### config.mk
export PLATFORM = sky130hd
export DESIGN_NAME = pipe_result_collect
export DESIGN_NICKNAME = d
export VERILOG_FILES = /design/src/rtl/pipe_result_collect.sv
export SDC_FILE = /design/constraint.sdc
export NUM_CORES = 1
export LEC_CHECK = 0
export BUFFER_PORTS_ARGS = -buffer_cell sky130_fd_sc_hd__buf_2
export CAP_MARGIN = 25
export CORE_MARGIN = 2
export CORE_UTILIZATION = 63
export CTS_BUF_LIST = sky130_fd_sc_hd__clkbuf_2
export CTS_CLUSTER_DIAMETER = 50
export DETAILED_ROUTE_END_ITERATION = 12
export GPL_TIMING_DRIVEN = 0
export PLACE_DENSITY = 0.88
export SLEW_MARGIN = 20
export SYNTH_ARGS = -nofsm -noshare
export SYNTH_HDL_FRONTEND = slang
export SYNTH_SLANG_ARGS = --single-unit
### constraint.sdc
create_clock -name clk -period 6.65 [get_ports clk]
set_input_delay 0.665 -clock clk [delete_from_list [all_inputs] [get_ports clk]]
set_output_delay 0.665 -clock clk [all_outputs]
set_load 0.02 [all_outputs]
### src/rtl/pipe_result_collect.sv
// Show-ahead FIFO collector for pipeline results F, with running sum/count of accepted
// words and drop accounting for words arriving while the FIFO cannot take them.
module pipe_result_collect #(
  parameter int unsigned N     = 10,
  parameter int unsigned DEPTH = 4,
  parameter int unsigned ACC_W = 16
) (
  input  logic                       clk,
  input  logic                       rst_n,
  input  logic                       clr,
  input  logic                       in_valid,
  input  logic [N-1:0]               in_data,
  input  logic                       out_ready,
  output logic                       out_valid,
  output logic [N-1:0]               out_data,
  output logic [$clog2(DEPTH):0]     count,
  output logic                       full,
  output logic                       empty,
  output logic                       overflow,
  output logic [7:0]                 drop_cnt,
  output logic [ACC_W-1:0]           acc_sum,
  output logic [15:0]                acc_cnt
);

  localparam int unsigned PW = $clog2(DEPTH);
  localparam int unsigned CW = PW + 1;

  logic [N-1:0]     mem_q [DEPTH];
  logic [PW-1:0]    wr_ptr_q, rd_ptr_q;
  logic [CW-1:0]    count_q;
  logic [ACC_W-1:0] acc_sum_q;
  logic [15:0]      acc_cnt_q;
  logic             overflow_q;
  logic [7:0]       drop_cnt_q;

  logic             push, pop, drop;
  logic [ACC_W-1:0] in_ext;

  assign full      = (count_q == CW'(DEPTH));
  assign empty     = (count_q == '0);
  assign out_valid = ~empty;
  assign pop       = out_valid & out_ready;
  assign push      = in_valid & (~full | pop);
  assign drop      = in_valid & full & ~pop;
  assign in_ext    = ACC_W'(in_data);

  // Head is forced to zero when empty so reset/clear read back 0 without clearing storage.
  assign out_data  = empty ? '0 : mem_q[rd_ptr_q];
  assign count     = count_q;
  assign overflow  = overflow_q;
  assign drop_cnt  = drop_cnt_q;
  assign acc_sum   = acc_sum_q;
  assign acc_cnt   = acc_cnt_q;

  always_ff @(posedge clk) begin
    if (push && !clr) begin
      mem_q[wr_ptr_q] <= in_data;
    end
  end

  always_ff @(posedge clk or negedge rst_n) begin
    if (!rst_n) begin
      wr_ptr_q   <= '0;
      rd_ptr_q   <= '0;
      count_q    <= '0;
      acc_sum_q  <= '0;
      acc_cnt_q  <= '0;
      overflow_q <= 1'b0;
      drop_cnt_q <= '0;
    end else if (clr) begin
      wr_ptr_q   <= '0;
      rd_ptr_q   <= '0;
      count_q    <= '0;
      acc_sum_q  <= '0;
      acc_cnt_q  <= '0;
      overflow_q <= 1'b0;
      drop_cnt_q <= '0;
    end else begin
      if (push) begin
        wr_ptr_q  <= wr_ptr_q + PW'(1);
        acc_sum_q <= acc_sum_q + in_ext;
        acc_cnt_q <= acc_cnt_q + 16'd1;
      end
      if (pop) begin
        rd_ptr_q <= rd_ptr_q + PW'(1);
      end
      if (push && !pop) begin
        count_q <= count_q + CW'(1);
      end else if (pop && !push) begin
        count_q <= count_q - CW'(1);
      end
      if (drop) begin
        overflow_q <= 1'b1;
        if (drop_cnt_q != 8'hFF) begin
          drop_cnt_q <= drop_cnt_q + 8'd1;
        end
      end
    end
  end

endmodule

# After elaboration in Yosys (flattened, before gate mapping)
# Memories as Yosys holds them, arrays and structs flattened.
# Index checks and enable logic that the tools add are counted.
[op_classes] reduce_logical=13 addsub=7 bitwise_logic=8 eq_ne=2 muxes=19
[op_table] operator="two-way mux 16 bit" count=4
[op_table] operator="two-way mux 8 bit" count=3
[op_table] operator="adder 16 x 1 -> 16 bit, second input constant" count=1
[op_table] operator="adder 16 x 10 -> 16 bit" count=1
[op_table] operator="two-way mux 10 bit" count=1
[op_table] operator="two-way mux 3 bit" count=3
[op_table] operator="adder 8 x 1 -> 8 bit, second input constant" count=1
[op_table] operator="two-way mux 2 bit" count=4
[op_table] operator="inequality test 8 bit, second input constant" count=1
[op_table] operator="nonzero test 2 bit" count=4
[op_table] operator="adder 2 x 1 -> 2 bit, second input constant" count=2
[op_table] operator="bitwise AND 1 bit" count=4
[op_table] operator="two-way mux 1 bit" count=4
[op_table] operator="adder 3 x 1 -> 3 bit, second input constant" count=1
[op_table] operator="== test 3 bit, second input constant" count=1
[op_table] operator="logical AND 1 bit" count=3
[op_table] operator="zero test 1 bit" count=3
[op_table] operator="zero test 3 bit" count=1
[op_table] operator="inverter 1 bit" count=3
[op_table] operator="nonzero test 3 bit" count=1
[op_table] operator="subtractor 3 x 1 -> 3 bit, second input constant" count=1
[op_table] operator="AND reduction 2 bit" count=1
[op_table] operator="OR 1 bit" count=1
[totals] mem_count=1 out_inout_bits=57 ram_bits=40 elab_cells=57 input_bits=15 register_bits=48
[memory_table] memory="mem_q" depth=4 width=10 read_ports=1 rd_ports_with_merged_regs=0 wr=1 line="28" source="logic [N-1:0] mem_q [DEPTH];"

# Longest topological paths before layout
[logic_depth] ltp_word=10 mapped_depth=8 ltp_nobuf=8

# Worst setup path before layout
# Ideal clock, no wire load.
[synth_timing] kind="input-to-reg" startpoint="in in_data[0]" endpoint="reg acc_sum_q[14] (netlist: acc_sum[14])" stages=8 path_slack_ps=4143 t_arrival_ps=2382 setup_time_ps=125 required_ps=6525 n_path_buf=0 path_cell_list="ha_1 -> inv_1 -> fa_1 -> nor2b_1 -> o31a_1 -> o211ai_1 -> a211oi_1 -> mux2_2"
[synth_via] elab_chain_cells=3
[synth_lines] item="from (decl)" line="12" source="input logic [N-1:0] in_data,"
[synth_lines] item="adder 16 x 10 -> 16 bit" line="81" source="acc_sum_q <= acc_sum_q + in_ext;"
[synth_lines] item="two-way mux 16 bit" line="79" source="if (push) begin"
[synth_lines] item="two-way mux 16 bit" line="70" source="end else if (clr) begin"
[synth_lines] item="to (signal assigned)" line="81"
[synth_lines] item="to (decl)" line="31" source="logic [ACC_W-1:0] acc_sum_q;"
# Every way passes these cells. The select of a mux whose other input is x is not followed.
# A chain may end at the register's enable or synchronous reset.

# Worst setup path after layout
[layout_timing] startpoint="reg rd_ptr_q[0]" endpoint="out out_data[7]"
[layout_via] elab_chain_cells=2
[layout_lines] item="from (decl)" line="29" source="logic [PW-1:0] wr_ptr_q, rd_ptr_q;"
[layout_lines] item="from (signal assigned)" line="85" source="rd_ptr_q <= rd_ptr_q + PW'(1);"
[layout_lines] item="memory read (4 x 10 bit)"
[layout_lines] item="two-way mux 10 bit" line="48" source="assign out_data = empty ? '0 : mem_q[rd_ptr_q];"
[layout_lines] item="to (decl)" line="15" source="output logic [N-1:0] out_data,"
# Every way passes these cells.

==> summary.md <==
| Metric | Value |
|---|---|
| Tcrit/Tclk final | 0.4394 |
| DRC Markers | 0 |
| Top cells by area, synth | dfrtp_1 (27%), edfxtp_1 (27%), mux4_2 (5.1%) |
| Worst slew pin tran | ~0.77 ns |
| Maxcap violations | 0 |
| Syn_nets | 403 |
| Status | complete, no violations |
| WHS Path Cells | 1 |
| VDD IR max | 0.1298 mV |
| Port Buf Inserts | 70 |
| Most frequent cell after synthesis | dfrtp_1 |
| Synth Cell Area | about 4400 µm² |
| First-pass GRT wire length | ~15000 µm |
| Area growth syn-to-layout | 13.08% |
| Pins over their slew limit | 0 |
| Worst-Skew Late Latency | between 0.5 and 0.6 ns |
| Die X | just under 90 µm |
| Clk_skew | 0.03422 ns |
| Hold Startpoint | in_data[4] |
| I/O pin count | 72 |
| Final setup vio count | 0 |
| FP Rows | 30 |
| Routability Congestion | 0.8618 |
| Final ANT Viol Nets | 0 |
| Synth unique cells | 50 |
| Final net count | around 500 |
| Synth Area in Compound Gates | 0.07369 |
| Synth warn | 0 |
| Yosys top cell by area | dfrtp_1 |
| CP Capture Type | primary output |
| Synth Area in Adders | 0.05484 |
| Synth top area share | 0.2742 |
| Drt total wl | 9253 µm |
| Async SR Flop Fraction | 0.5455 |
| Die Ht | 87.39 µm |
| Register-to-register setup slack | 4.14 ns |
| Post-placement cell area | between 4000 and 5000 µm² |
| Sum Neg Setup Slack | 0 ns |
| CTS resizes | 0 |
| Clock-pin slew on the worst setup and hold paths | 0.23 ns |
| CP Data Arrival Time | roughly 2.3 ns |
| Initial core utilization | 0.6483 |
| # clock sinks | 88 |
| Htree depth | 3 |
| R2R depth | 8 |
| CTS tree | yes |
| Core area | just under 7000 µm² |
| Post-synth EDFFs | 40 |
| Initial antenna violation count | 0 |
| Syn avg cell area | approximately 12 µm² |
| Post-Synth XOR/XNOR Area | 0.05598 |
| Main synth FF type | dfrtp_1 |
| Setup repair after global routing missed its margin | false |
| Hold WC Path Type | in2reg |
| CP max FO | 10 |
| Register area share after synthesis | 0.5484 |
| WS Path Type | reg2out |
| Worst EP required | approximately 6.0 ns |
| Syn Inst Count | 370 |
| Synth Area in Simple Gates | 0.1742 |
| Iteration-0 DRC Markers | 195 |
| Leak | 2.181 nW |
| DR pass1 iterations | 4 |
| Multiplexer share of the synthesized area | 0.06684 |
| Worst Setup Start Kind | flip-flop |
| Power per Cell Area | between 200 and 300 nW/µm² |
| Gr ovfl total | 0 |
| Final Critical Period | about 2.9 ns |
| Final hold vios | 0 |
| CTS max path bufs | 2 |
| Vias per cell | 5.890 |
| DP Wirelength | about 6600 µm |
| Reg2Reg Capture Point | acc_sum[14] |
| Layout cells sized above 1 | 0.2424 |
| Max Fclk | roughly 340 MHz |
| Vias in the first global route | roughly 3000 |
| Largest net degree at the start of global routing | 29 |
| Seq cells post-synth | 88 |
| Largest family of logic cells by synthesized area | simple AND/OR/NAND/NOR gates |
| GRT Total Usage | 0.2580 |
| Slew headroom | 0.4817 |
| Vias | between 3000 and 4000 |
| Worst Hold Path EP | mem_q[1][4] |
| Finished Cell Area | 4954 µm² |
| DR WL/cell | approximately 17 µm |
| # diodes | 0 |
| Commonest cells in the netlist | dfrtp_1 (48), edfxtp_1 (40), nor2_1 (39), nand2_1 (26), a21oi_1 (20) |
| Num CTS Buffers | 9 |
| FF-to-FF Start | acc_sum[0] |
| Die ar. | 7636 µm² |
| Root Driver | clkbuf_2 |
worst max-delay path by stage:
stage               depth (start not counted)  slack, ns         from     endpoint
global placement                            9       3.77   in_data[0]  acc_sum[14]
finish                                      4       3.73  rd_ptr_q[0]  out_data[7]
detailed placement                          9       3.72   in_data[0]  acc_sum[14]
floorplan                                   8       4.14   in_data[0]  acc_sum[14]
CTS                                         4       3.71  rd_ptr_q[0]  out_data[7]
global route                                4       3.57  rd_ptr_q[0]  out_data[6]
registers in the layout, summed over array words and instances (netlist names):
signal	cells
count	3
rd_ptr_q	2
overflow	1
mem_q	40
drop_cnt	8
acc_sum	16
wr_ptr_q	2
acc_cnt	16
critical path, cell delays in order, from the launching register on:
cell and delay [ns]:
dfrtp_1 0.46, buf_2 0.35, mux4_2 0.56, and2_1 0.17, buf_2 0.15
cells by family (layout without fill, tap and decap cells):
kind of cell	Yosys count	count (layout)
fa+ha+maj	18	18
buf+inv	26	114
compound gates	50	50
xor+xnor	28	28
simple gates	144	144
mux	16	16
flops	88	88
area by class of cell:
class	count	area, µm²
buffer	12	61.31
clock buffer	9	45.04
clock inverter	7	47.55
fill	475	1803
inverter	14	52.55
multi-input combinational	256	1864
sequential	88	2402
tap	80	100.1
timing repair buffer	72	380.4
metrics by stage:
| step | total power, W | utilization | hold slack [ns] | setup WS (ns) | instances |
|---|---|---|---|---|---|
| CTS | 0.001397 | 0.7317 | 0.03075 | 3.710 | 537 |
| global route | 0.001475 | 0.7331 | 0.2818 | 3.574 | 538 |
| finish | 0.001395 | 0.7331 | 0.3326 | 3.728 | 538 |
| detailed placement | 0.001167 | 0.7180 | 0.5007 | 3.716 | 521 |
| floorplan | 0.001013 | - | 0.3694 | 4.143 | 370 |
| global placement | 0.001143 | 0.7150 | 0.4796 | 3.772 | 520 |
what timing repair did:
| item | 4_1_cts | 5_1_grt |
|---|---|---|
| endpoints found under the hold margin | 0 | 5 |
| hold buffers | 0 | 1 |
| setup buffers | 0 | 0 |
cell usage in the layout (no fill, tap or decap), types with 3 or more instances in the layout:
master / n
clkbuf_1: 8
nor3_1: 8
ha_1: 16
a211oi_1: 3
nand4_1: 10
a21oi_1: 20
nor3b_1: 3
o211ai_1: 5
mux2i_1: 3
clkbuf_2: 9
nand2_1: 26
xor2_1: 12
and4_1: 3
and3_1: 7
buf_2: 71
nor2_1: 39
inv_1: 14
and2_1: 17
edfxtp_1: 40
o21ai_0: 8
dfrtp_1: 48
nand3_1: 7
xnor2_1: 16
nor2b_1: 7
mux4_2: 10
or3_1: 6
routing by layer:
layer,global-route usage,wire (µm),up-vias
met5,0,0,-
met3,0.07109,616,10
met2,0.4112,4576,98
li1,-,-,1491
met4,0.08112,133,0
met1,0.3468,3927,1570
power by group:
part | switching [W] | internal, W | leakage, nW | total [W]
Combinational | 0.000307 | 0.000206 | 1.10 | 0.000513
Clock | 0.000190 | 0.0000489 | 0.0559 | 0.000239
Sequential | 0.0000343 | 0.000609 | 1.02 | 0.000643
Power figures use the tool's default switching activity.
